$ cat config.mk
export PLATFORM = sky130hd
export DESIGN_NAME = fuzz_top
export DESIGN_NICKNAME = d
export VERILOG_FILES = /design/src/rtl/fuzz_top_pkg.sv /design/src/rtl/fuzz_top_mac.sv /design/src/rtl/fuzz_top.sv
export SDC_FILE = /design/constraint.sdc
export NUM_CORES = 1
export LEC_CHECK = 0
export CAP_MARGIN = 15
export CORE_MARGIN = 3
export CORE_UTILIZATION = 61
export DETAILED_ROUTE_END_ITERATION = 7
export GPL_TIMING_DRIVEN = 1
export PLACE_DENSITY = 0.93
export SLEW_MARGIN = 20
export SYNTH_ARGS = -nofsm -noshare
export SYNTH_HDL_FRONTEND = slang
export SYNTH_HIERARCHICAL = 1
export SYNTH_SLANG_ARGS = --single-unit
$ cat constraint.sdc
create_clock -name clk -period 21.5 [get_ports clk]
set_clock_uncertainty 0.1 [all_clocks]
set_input_delay 6.45 -clock clk [delete_from_list [all_inputs] [get_ports clk]]
set_output_delay 6.45 -clock clk [all_outputs]
set_load 0.05 [all_outputs]
$ cat src/rtl/fuzz_top_pkg.sv
// fuzz_top_pkg: shared widths, y-field offsets and the packed result layout
// for the fuzz_top arithmetic datapath.
package fuzz_top_pkg;

   localparam int unsigned W0    = 19;
   localparam int unsigned W1    = 17;
   localparam int unsigned W2    = 9;
   localparam int unsigned W3    = 20;
   localparam int unsigned W4    = 21;
   localparam int unsigned WPROD = 26;
   localparam int unsigned WSUM  = 23;
   localparam int unsigned WACC  = 32;
   localparam int unsigned WY    = 81;

   localparam int unsigned ACC_LSB  = 49;
   localparam int unsigned PROD_LSB = 23;
   localparam int unsigned SUM_LSB  = 0;

   // Result word: acc in the top bits, then product, then sum.
   typedef struct packed {
      logic [WACC-1:0]  acc;
      logic [WPROD-1:0] prod;
      logic [WSUM-1:0]  sum;
   } y_t;

   // Sign-extend a product to accumulator width.
   function automatic logic [WACC-1:0] sext_prod(input logic [WPROD-1:0] p);
      return {{(WACC-WPROD){p[WPROD-1]}}, p};
   endfunction

endpackage

$ cat src/rtl/fuzz_top_mac.sv
// fuzz_top_mac: registered signed multiply plus wrapping add/sub accumulator.
// Ports:
//   clk, rst_n : clock, async active-low clear of prod and acc
//   a          : signed multiplicand (W1)
//   b          : signed multiplier (W2)
//   sub        : 1 = subtract product from acc, 0 = add
//   prod       : registered full-precision signed product (WPROD)
//   acc        : registered accumulator, wraps modulo 2^WACC (WACC)
module fuzz_top_mac
   import fuzz_top_pkg::*;
(
   input  logic             clk,
   input  logic             rst_n,
   input  logic [W1-1:0]    a,
   input  logic [W2-1:0]    b,
   input  logic             sub,
   output logic [WPROD-1:0] prod,
   output logic [WACC-1:0]  acc
);

   logic [WPROD-1:0] a_x;
   logic [WPROD-1:0] b_x;
   logic [WPROD-1:0] prod_n;
   logic [WACC-1:0]  step;
   logic [WACC-1:0]  acc_n;

   // Sign-extended operands make the truncated unsigned product equal to
   // the exact signed product; 17x9 signed bits always fit in 26.
   assign a_x    = {{(WPROD-W1){a[W1-1]}}, a};
   assign b_x    = {{(WPROD-W2){b[W2-1]}}, b};
   assign prod_n = a_x * b_x;

   // Accumulate from the same-cycle product so acc and prod stay aligned.
   assign step  = sext_prod(prod_n);
   assign acc_n = sub ? (acc - step) : (acc + step);

   always_ff @(posedge clk or negedge rst_n) begin
      if (!rst_n) begin
         prod <= '0;
         acc  <= '0;
      end else begin
         prod <= prod_n;
         acc  <= acc_n;
      end
   end

endmodule

$ cat src/rtl/fuzz_top.sv
// fuzz_top: two-stage registered arithmetic datapath.
// Stage 1 registers the five operand buses; stage 2 produces a signed
// product, a mixed-sign three-operand sum and a wrapping accumulator.
// Ports:
//   clk, rst_n : clock, async active-low reset (clears every register)
//   wire0      : unsigned A0 (19); bit 0 selects subtract in the accumulator
//   wire1      : signed multiplicand (17)
//   wire2      : signed multiplier (9)
//   wire3      : unsigned addend (20)
//   wire4      : signed addend (21)
//   y          : {acc[31:0], prod_q[25:0], sum_q[22:0]} (81)
module fuzz_top
   import fuzz_top_pkg::*;
(
   input  logic          clk,
   input  logic          rst_n,
   input  logic [W0-1:0] wire0,
   input  logic [W1-1:0] wire1,
   input  logic [W2-1:0] wire2,
   input  logic [W3-1:0] wire3,
   input  logic [W4-1:0] wire4,
   output logic [WY-1:0] y
);

   logic [W0-1:0]    r0;
   logic [W1-1:0]    r1;
   logic [W2-1:0]    r2;
   logic [W3-1:0]    r3;
   logic [W4-1:0]    r4;
   logic [WSUM-1:0]  sum_q;
   logic [WSUM-1:0]  sum_n;
   logic [WPROD-1:0] prod_q;
   logic [WACC-1:0]  acc;
   y_t               y_w;

   // Stage 1: capture operands unchanged.
   always_ff @(posedge clk or negedge rst_n) begin
      if (!rst_n) begin
         r0 <= '0;
         r1 <= '0;
         r2 <= '0;
         r3 <= '0;
         r4 <= '0;
      end else begin
         r0 <= wire0;
         r1 <= wire1;
         r2 <= wire2;
         r3 <= wire3;
         r4 <= wire4;
      end
   end

   // Stage 2 sum: signed r4 plus zero-extended r3 and r0; range fits 23 bits.
   assign sum_n = {{(WSUM-W4){r4[W4-1]}}, r4} + WSUM'(r3) + WSUM'(r0);

   always_ff @(posedge clk or negedge rst_n) begin
      if (!rst_n) begin
         sum_q <= '0;
      end else begin
         sum_q <= sum_n;
      end
   end

   // Stage 2 product and accumulator.
   fuzz_top_mac u_mac (
      .clk   (clk),
      .rst_n (rst_n),
      .a     (r1),
      .b     (r2),
      .sub   (r0[0]),
      .prod  (prod_q),
      .acc   (acc)
   );

   // Output is a pure concatenation of stage-2 registers.
   assign y_w.acc  = acc;
   assign y_w.prod = prod_q;
   assign y_w.sum  = sum_q;
   assign y        = y_w;

endmodule

==> results by group, run 1 <==
Layout
  – FILL cells: 1250
  – Combined area of the multi-input logic cells: 8320 µm²
  – Seq. cell area: 4180 µm²
  – Share of cells above drive strength 1: 3.75%
  – Area growth syn-to-layout: 19.8%
  – Final #Nets: 1715

Synthesis
  – Syn Std Cell Area: 13100 µm²
  – Ys async rst share: 100%
  – Most frequent cell after synthesis: dfrtp_1
  – Yosys top cell area share: 31.9%
  – Yosys top cell by area: dfrtp_1
  – Distinct cells, synth: 77
  – Seq/Total Area, Yosys: 31.9%
  – Ys flop type: dfrtp_1
  – Syn nets: 1553
  – EDFF count, synth: 0
  – Syn Area/Cell: 10.8 µm²
  – Synthesis warning total: 6
  – Commonest cells in the netlist: 167 x dfrtp_1, 147 x fa_1, 125 x inv_1, 108 x ha_1, 88 x nand2_1
  – Synth top area cells: dfrtp_1 32%, fa_1 22%, ha_1 10%
  – Post-Synthesis Cells: 1210
  – Register bit total from synthesis: 167

Detailed routing
  – Wire per inst: 20.1 µm
  – WL final: 33.3 mm
  – Drt pass-1 iters: 7
  – Via-to-Cell Ratio: 6.03
  – Drc violations: 0
  – ANT nets after route: 0
  – Vias: 9992
  – 1st-iter DRT viols: 824

Floorplanning
  – Ports: 169
  – # rows: 52
  – Initial core utilization: 63.4%
  – Core area: 20600 µm²
  – Die width: 152 µm
  – Die ar.: 23200 µm²
  – Die H: 152 µm

Timing
  – RSZ-0062 raised after global routing: no
  – Final setup fails: 0
  – Setup TNS: 0 ns
  – Fin. Hold Viols: 0
  – Slew headroom: 33.0%
  – Max Fclk: 0.109 GHz
  – Post-route minimum period: 9.18 ns
  – Max Slew Vio Count: 0
  – Final Cycle Share: 42.7%
  – Slew @ Worst Pin: 0.989 ns

Setup path
  – Crit Path Max Fanout: 17
  – Worst EP required: 21.72 ns
  – Critical Path Max Stage Delay: 0.77 ns
  – CP arrival: 9.40 ns
  – Crit path kind: register to register
  – CP Launch Type: register
  – Worst path most repeated cell: fa_1
  – CP Capture Type: register
  – Slowest CP cell: nor4_1

Global route
  – Grt ovf: 0
  – First-pass GRT wire length: 54.7 mm
  – Initial antenna violation count: 0
  – Vias in the first global route: 10700
  – Gr usage total: 29.2%
  – Largest net degree at the start of global routing: 89

Placed design
  – Gp weighted congestion: 0.918
  – # port buffers: 168
  – Detailed Place HPWL: 24.5 mm

Clock tree
  – Reg clk slew, reported paths: 0.09 ns
  – Cts bufs inserted: 17
  – Clk Tree Root Cell: clkbuf_16
  – Number of H-tree levels: 4
  – Postcts setup bufs: 0
  – Clock Path Buffers: 2
  – Clk sinks: 167
  – PostCTS Resize Cnt: 0
  – CTS tree: built
  – Worst-Skew Late Latency: 0.45 ns
  – CTS hold repair buffers: 0

Status
  – Outcome: completed

Hold path
  – Hold/Removal Path Class: register to register

Job
  – Maxcap violations: 0
critical path, delay by kind of cell, from the launching register on:
| kind | cells | cell delay [ns] |
|---|---|---|
| buf+inv | 3 | 0.15 |
| flops | 1 | 0.71 |
| simple gates | 8 | 2.64 |
| fa+ha+maj | 7 | 3.05 |
| xor+xnor | 2 | 0.40 |
| compound gates | 8 | 1.99 |
layer usage:
| metal | part of all wire, % | vias to the layer above | track usage (%) | routed length [µm] |
|---|---|---|---|---|
| li1 | - | 4374 | - | - |
| met1 | 38 | 5008 | 36.2 | 12600 |
| met2 | 52 | 501 | 51.1 | 17300 |
| met3 | 6.3 | 109 | 5.51 | 2100 |
| met4 | 4.0 | 0 | 11.3 | 1330 |
| met5 | 0 | - | 0 | 0 |
per-stage QoR:
| step | hold slack (ns) | instance area, µm² | setup slack [ns] | instances | util (%) |
|---|---|---|---|---|---|
| final | 0.526 | 15700 | 12.32 | 1656 | 75.9 |
| after global routing | 0.556 | 15700 | 11.87 | 1655 | 75.9 |
| after CTS | 0.522 | 15700 | 12.50 | 1655 | 75.9 |
| after detailed placement | 0.510 | 15000 | 12.70 | 1623 | 72.7 |
| after global placement | 0.470 | 15000 | 12.93 | 1623 | 72.7 |
| after floorplan | 0.438 | 13100 | 13.21 | 1210 | - |
cells in the final DEF (no fill, tap or decap), types with 7 or more instances in the layout:
master	instances
fa_1	147
o21a_1	10
ha_1	108
and2_1	86
o21ai_0	30
a21o_1	20
nand3_1	15
inv_1	125
nand2_1	88
clkdlybuf4s50_1	167
dfrtp_1	167
xnor2_1	60
nand4_1	7
clkbuf_16	17
xor2_1	24
a21oi_1	74
o21bai_1	11
nor3_1	14
nand2b_1	15
nor2_1	54
a31oi_1	9
a211oi_1	7
sequential cells by signal (all words and copies together), names as in the netlist:
| name | count |
|---|---|
| r0 | 19 |
| r1 | 17 |
| r2 | 9 |
| r3 | 20 |
| r4 | 21 |
| sum_q | 23 |
| u_mac/acc | 32 |
| u_mac/prod | 26 |
worst paths after layout:
path / startpoint / to / slack (ns) / cells after the start
setup / recovery: r2[2]$_DFF_PN0_ / u_mac/acc[31]$_DFF_PN0_ / 12.32 / 28
hold / removal: r4[20]$_DFF_PN0_ / sum_q[22]$_DFF_PN0_ / 0.53 / 1
setup reg to reg: r2[2]$_DFF_PN0_ / u_mac/acc[31]$_DFF_PN0_ / 12.32 / 28
hold reg to reg: r4[20]$_DFF_PN0_ / sum_q[22]$_DFF_PN0_ / 0.53 / 1
max in group asynchronous: rst_n / u_mac/acc[23]$_DFF_PN0_ / 13.86 / 2
min in group asynchronous: rst_n / u_mac/acc[5]$_DFF_PN0_ / 5.97 / 1
cell type report:
type | instances | share of cell area [%]
Antenna cell | 1 | 0.0160
Clock buffer | 17 | 2.72
Multi-Input combinational cell | 891 | 53.1
Timing Repair Buffer | 170 | 10.8
Tap cell | 270 | 2.16
Sequential cell | 167 | 26.7
Inverter | 125 | 3.00
Clock inverter | 15 | 1.51
kinds of logic (layout without fill, tap and decap cells):
kind of cell               Yosys count  after routing  share of synthesized area [%]
buffers and inverters              152            327                           4.48
muxes                                3              3                          0.230
and+or+nand+nor                    325            325                           13.0
xor gates and xnor gates            87             87                           6.10
other                                0              1                              0
DFF                                167            167                           31.9
adders and majority gates          255            255                           32.8
AOI/OAI and AO/OA                  221            221                           11.4
Power of run 1 is left out: the tool's default activity adds up to more than one toggle a clock period on the data nets, which glitch-free logic cannot reach.
==> run 2: changes to the inputs <==
--- a/config.mk
+++ b/config.mk
@@ -7,10 +7,10 @@
 export LEC_CHECK = 0
 export CAP_MARGIN = 15
 export CORE_MARGIN = 3
-export CORE_UTILIZATION = 61
+export CORE_UTILIZATION = 52
 export DETAILED_ROUTE_END_ITERATION = 7
 export GPL_TIMING_DRIVEN = 1
-export PLACE_DENSITY = 0.93
+export PLACE_DENSITY = 0.85
 export SLEW_MARGIN = 20
 export SYNTH_ARGS = -nofsm -noshare
 export SYNTH_HDL_FRONTEND = slang
==> constraint.sdc (replaced) <==
create_clock -name clk -period 7.57 [get_ports clk]
set_clock_uncertainty 0.1 [all_clocks]
set_input_delay 2.271 -clock clk [delete_from_list [all_inputs] [get_ports clk]]
set_output_delay 2.271 -clock clk [all_outputs]
set_load 0.05 [all_outputs]
==> results by group, run 2 (synthesis gave the netlist of run 1 again) <==
Floorplanning
  – Ports: 169 (unchanged)
  – Die width: 165 µm (was 152 µm)
  – Initial core utilization: 53.3% (was 63.4%)
  – Die H: 165 µm (was 152 µm)
  – Die ar.: 27100 µm² (was 23200 µm²)
  – Core area: 24500 µm² (was 20600 µm²)
  – # rows: 57 (was 52)

Placed design
  – Gp weighted congestion: 0.917 (was 0.918)
  – Detailed Place HPWL: 25.1 mm (was 24.5 mm)
  – Pre-CTS setup slack: -0.270 ns (was 12.70 ns)
  – # port buffers: 168 (unchanged)

Status
  – Violated checks: negative setup slack
  – Outcome: complete, but fails checks (was completed)

Timing
  – Final Cycle Share: 103% (was 42.7%)
  – Post-route minimum period: 7.78 ns (was 9.18 ns)
  – Max Slew Vio Count: 0 (unchanged)
  – Fin. Hold Viols: 0 (unchanged)
  – Setup ws final: -0.211 ns (was 12.32 ns)
  – RSZ-0062 raised after global routing: yes (was no)
  – Slew @ Worst Pin: 0.741 ns (was 0.989 ns)
  – Max Fclk: 0.129 GHz (was 0.109 GHz)
  – Final setup fails: 7 (was 0)
  – Slew headroom: 50.6% (was 33.0%)

Global route
  – First-pass GRT wire length: 53.9 mm (was 54.7 mm)
  – Grt peak-use layer: met2 (unchanged)
  – Initial antenna violation count: 0 (unchanged)
  – Gr usage total: 25.2% (was 29.2%)
  – GRT met1 Usage: 32.1% (was 36.2%)
  – GR met2 Demand/Resource: 44.3% (was 51.1%)
  – Largest net degree at the start of global routing: 86 (was 89)
  – Met3 Usage GRT: 4.46% (was 5.51%)
  – Grt ovf: 0 (unchanged)
  – Vias in the first global route: 10900 (was 10700)

Clock tree
  – Number of H-tree levels: 4 (unchanged)
  – CTS hold repair buffers: 0 (unchanged)
  – Worst-Skew Late Latency: 0.44 ns (was 0.45 ns)
  – CTS tree: built (unchanged)
  – Reg clk slew, reported paths: 0.09 ns (about the same)
  – Clk sinks: 167 (unchanged)
  – Clk Tree Root Cell: clkbuf_16 (unchanged)
  – Clock Path Buffers: 2 (unchanged)
  – Cts bufs inserted: 17 (unchanged)

Setup path
  – Crit path kind: register to register (unchanged)
  – CP arrival: 8.00 ns (was 9.40 ns)
  – Crit Path Max Fanout: 11 (was 17)
  – Worst EP required: 7.79 ns (was 21.72 ns)
  – CP Capture Type: register (unchanged)
  – R2r setup slk: -0.21 ns (was 12.32 ns)
  – CP Launch Type: register (unchanged)

Detailed routing
  – Drc violations: 0 (unchanged)
  – Wire per inst: 18.0 µm (was 20.1 µm)
  – WL final: 32.8 mm (was 33.3 mm)
  – ANT nets after route: 0 (unchanged)
  – Vias: 10200 (was 9992)
  – Drt pass-1 iters: 5 (was 7)
  – Via-to-Cell Ratio: 5.57 (was 6.03)
  – 1st-iter DRT viols: 798 (was 824)

Layout
  – Finished Core Util: 68.8% (was 75.9%)
  – Ant. Diodes: 0 (was 1)
  – Area growth syn-to-layout: 29.0% (was 19.8%)
  – FILL cells: 1690 (was 1250)
  – Max reg flops: 32 (unchanged)
  – Seq. cell area: 4190 µm² (was 4180 µm²)
  – Final #Nets: 1830 (was 1715)
  – Combined area of the multi-input logic cells: 8570 µm² (was 8320 µm²)
  – Commonest non-fill, non-tap cell in the layout: clkdlybuf4s50_1
  – Regs by FF count: u_mac/acc x32, u_mac/prod x26, sum_q x23 (unchanged)
  – Top reg by flops: u_mac/acc (unchanged)
  – Most frequent cells in the layout: 167 x clkdlybuf4s50_1, 159 x dfrtp_1, 142 x fa_1 (was 167 x clkdlybuf4s50_1, 167 x dfrtp_1, 147 x fa_1)
  – Share of cells above drive strength 1: 14.7% (was 3.75%)

Hold path
  – Hold/Removal Path Class: register to register (unchanged)

Job
  – Maxcap violations: 0 (unchanged)
==> run 2: cell count changes in the layout (fill, tap and decap cells not counted), sizes merged <==
cell,previous run,this run
buf,3,118
diode,1,0
==> run 2: cell type report <==
class	count	area share, %
well taps	324	2.40
clock inverters	15	1.40
multi-input cells	891	50.8
clock buffers	17	2.52
repair buffers	285	15.3
flip-flops and latches	167	24.8
inverters	125	2.78
==> run 2: per-stage QoR <==
stage          setup TNS (ns)  instance area, µm²  hold WS, ns  instances
6_report               -0.657               16900        0.498       1824
5_1_grt                 -2.32               16900        0.535       1824
4_1_cts                -0.237               16700        0.499       1819
3_5_place_dp            -1.05               15900        0.472       1780
3_3_place_gp          -0.0299               15900        0.473       1780
2_1_floorplan          -0.109               13200        0.438       1210
==> run 2: repair_timing <==
| action | CTS | global route |
|---|---|---|
| setup buffers | 7 | 5 |
| endpoints found under the setup margin | 8 | 10 |
| gates resized for setup | 25 | 24 |
| pin swaps | 17 | 11 |
==> run 2: critical path, stage by stage, from the launching register on <==
cell	delay, ns
dfrtp_2	0.49
buf_4	0.17
and2_1	0.15
fa_1	0.56
fa_1	0.46
fa_1	0.52
fa_1	0.50
ha_1	0.36
ha_4	0.27
buf_4	0.16
or3_1	0.39
a211oi_2	0.34
or4bb_4	0.52
or4_4	0.47
nor3_4	0.14
nor2_2	0.05
xnor2_1	0.13
ha_1	0.32
and3_4	0.17
a221oi_4	0.29
o21ai_1	0.11
a21oi_1	0.18
o31ai_2	0.12
a311o_1	0.34
a21oi_2	0.14
xnor3_1	0.22
==> run 2: path summary, 6_finish.rpt <==
path,cells past startpoint,start,endpoint
max,25,r2[4]$_DFF_PN0_,u_mac/acc[31]$_DFF_PN0_
max reg2reg,25,r2[4]$_DFF_PN0_,u_mac/acc[31]$_DFF_PN0_
max in group asynchronous,2,rst_n,r0[14]$_DFF_PN0_
min in group asynchronous,1,rst_n,sum_q[5]$_DFF_PN0_
min reg2reg,1,r4[20]$_DFF_PN0_,sum_q[22]$_DFF_PN0_
min,1,r4[20]$_DFF_PN0_,sum_q[22]$_DFF_PN0_
==> run 2: per-layer routing <==
metal / share of wire, % / wire length (µm)
met5: 0 / 0
met1: 40 / 13000
met2: 52 / 17100
met4: 2.3 / 769
met3: 5.9 / 1930
Power of run 2 is left out for the same reason.
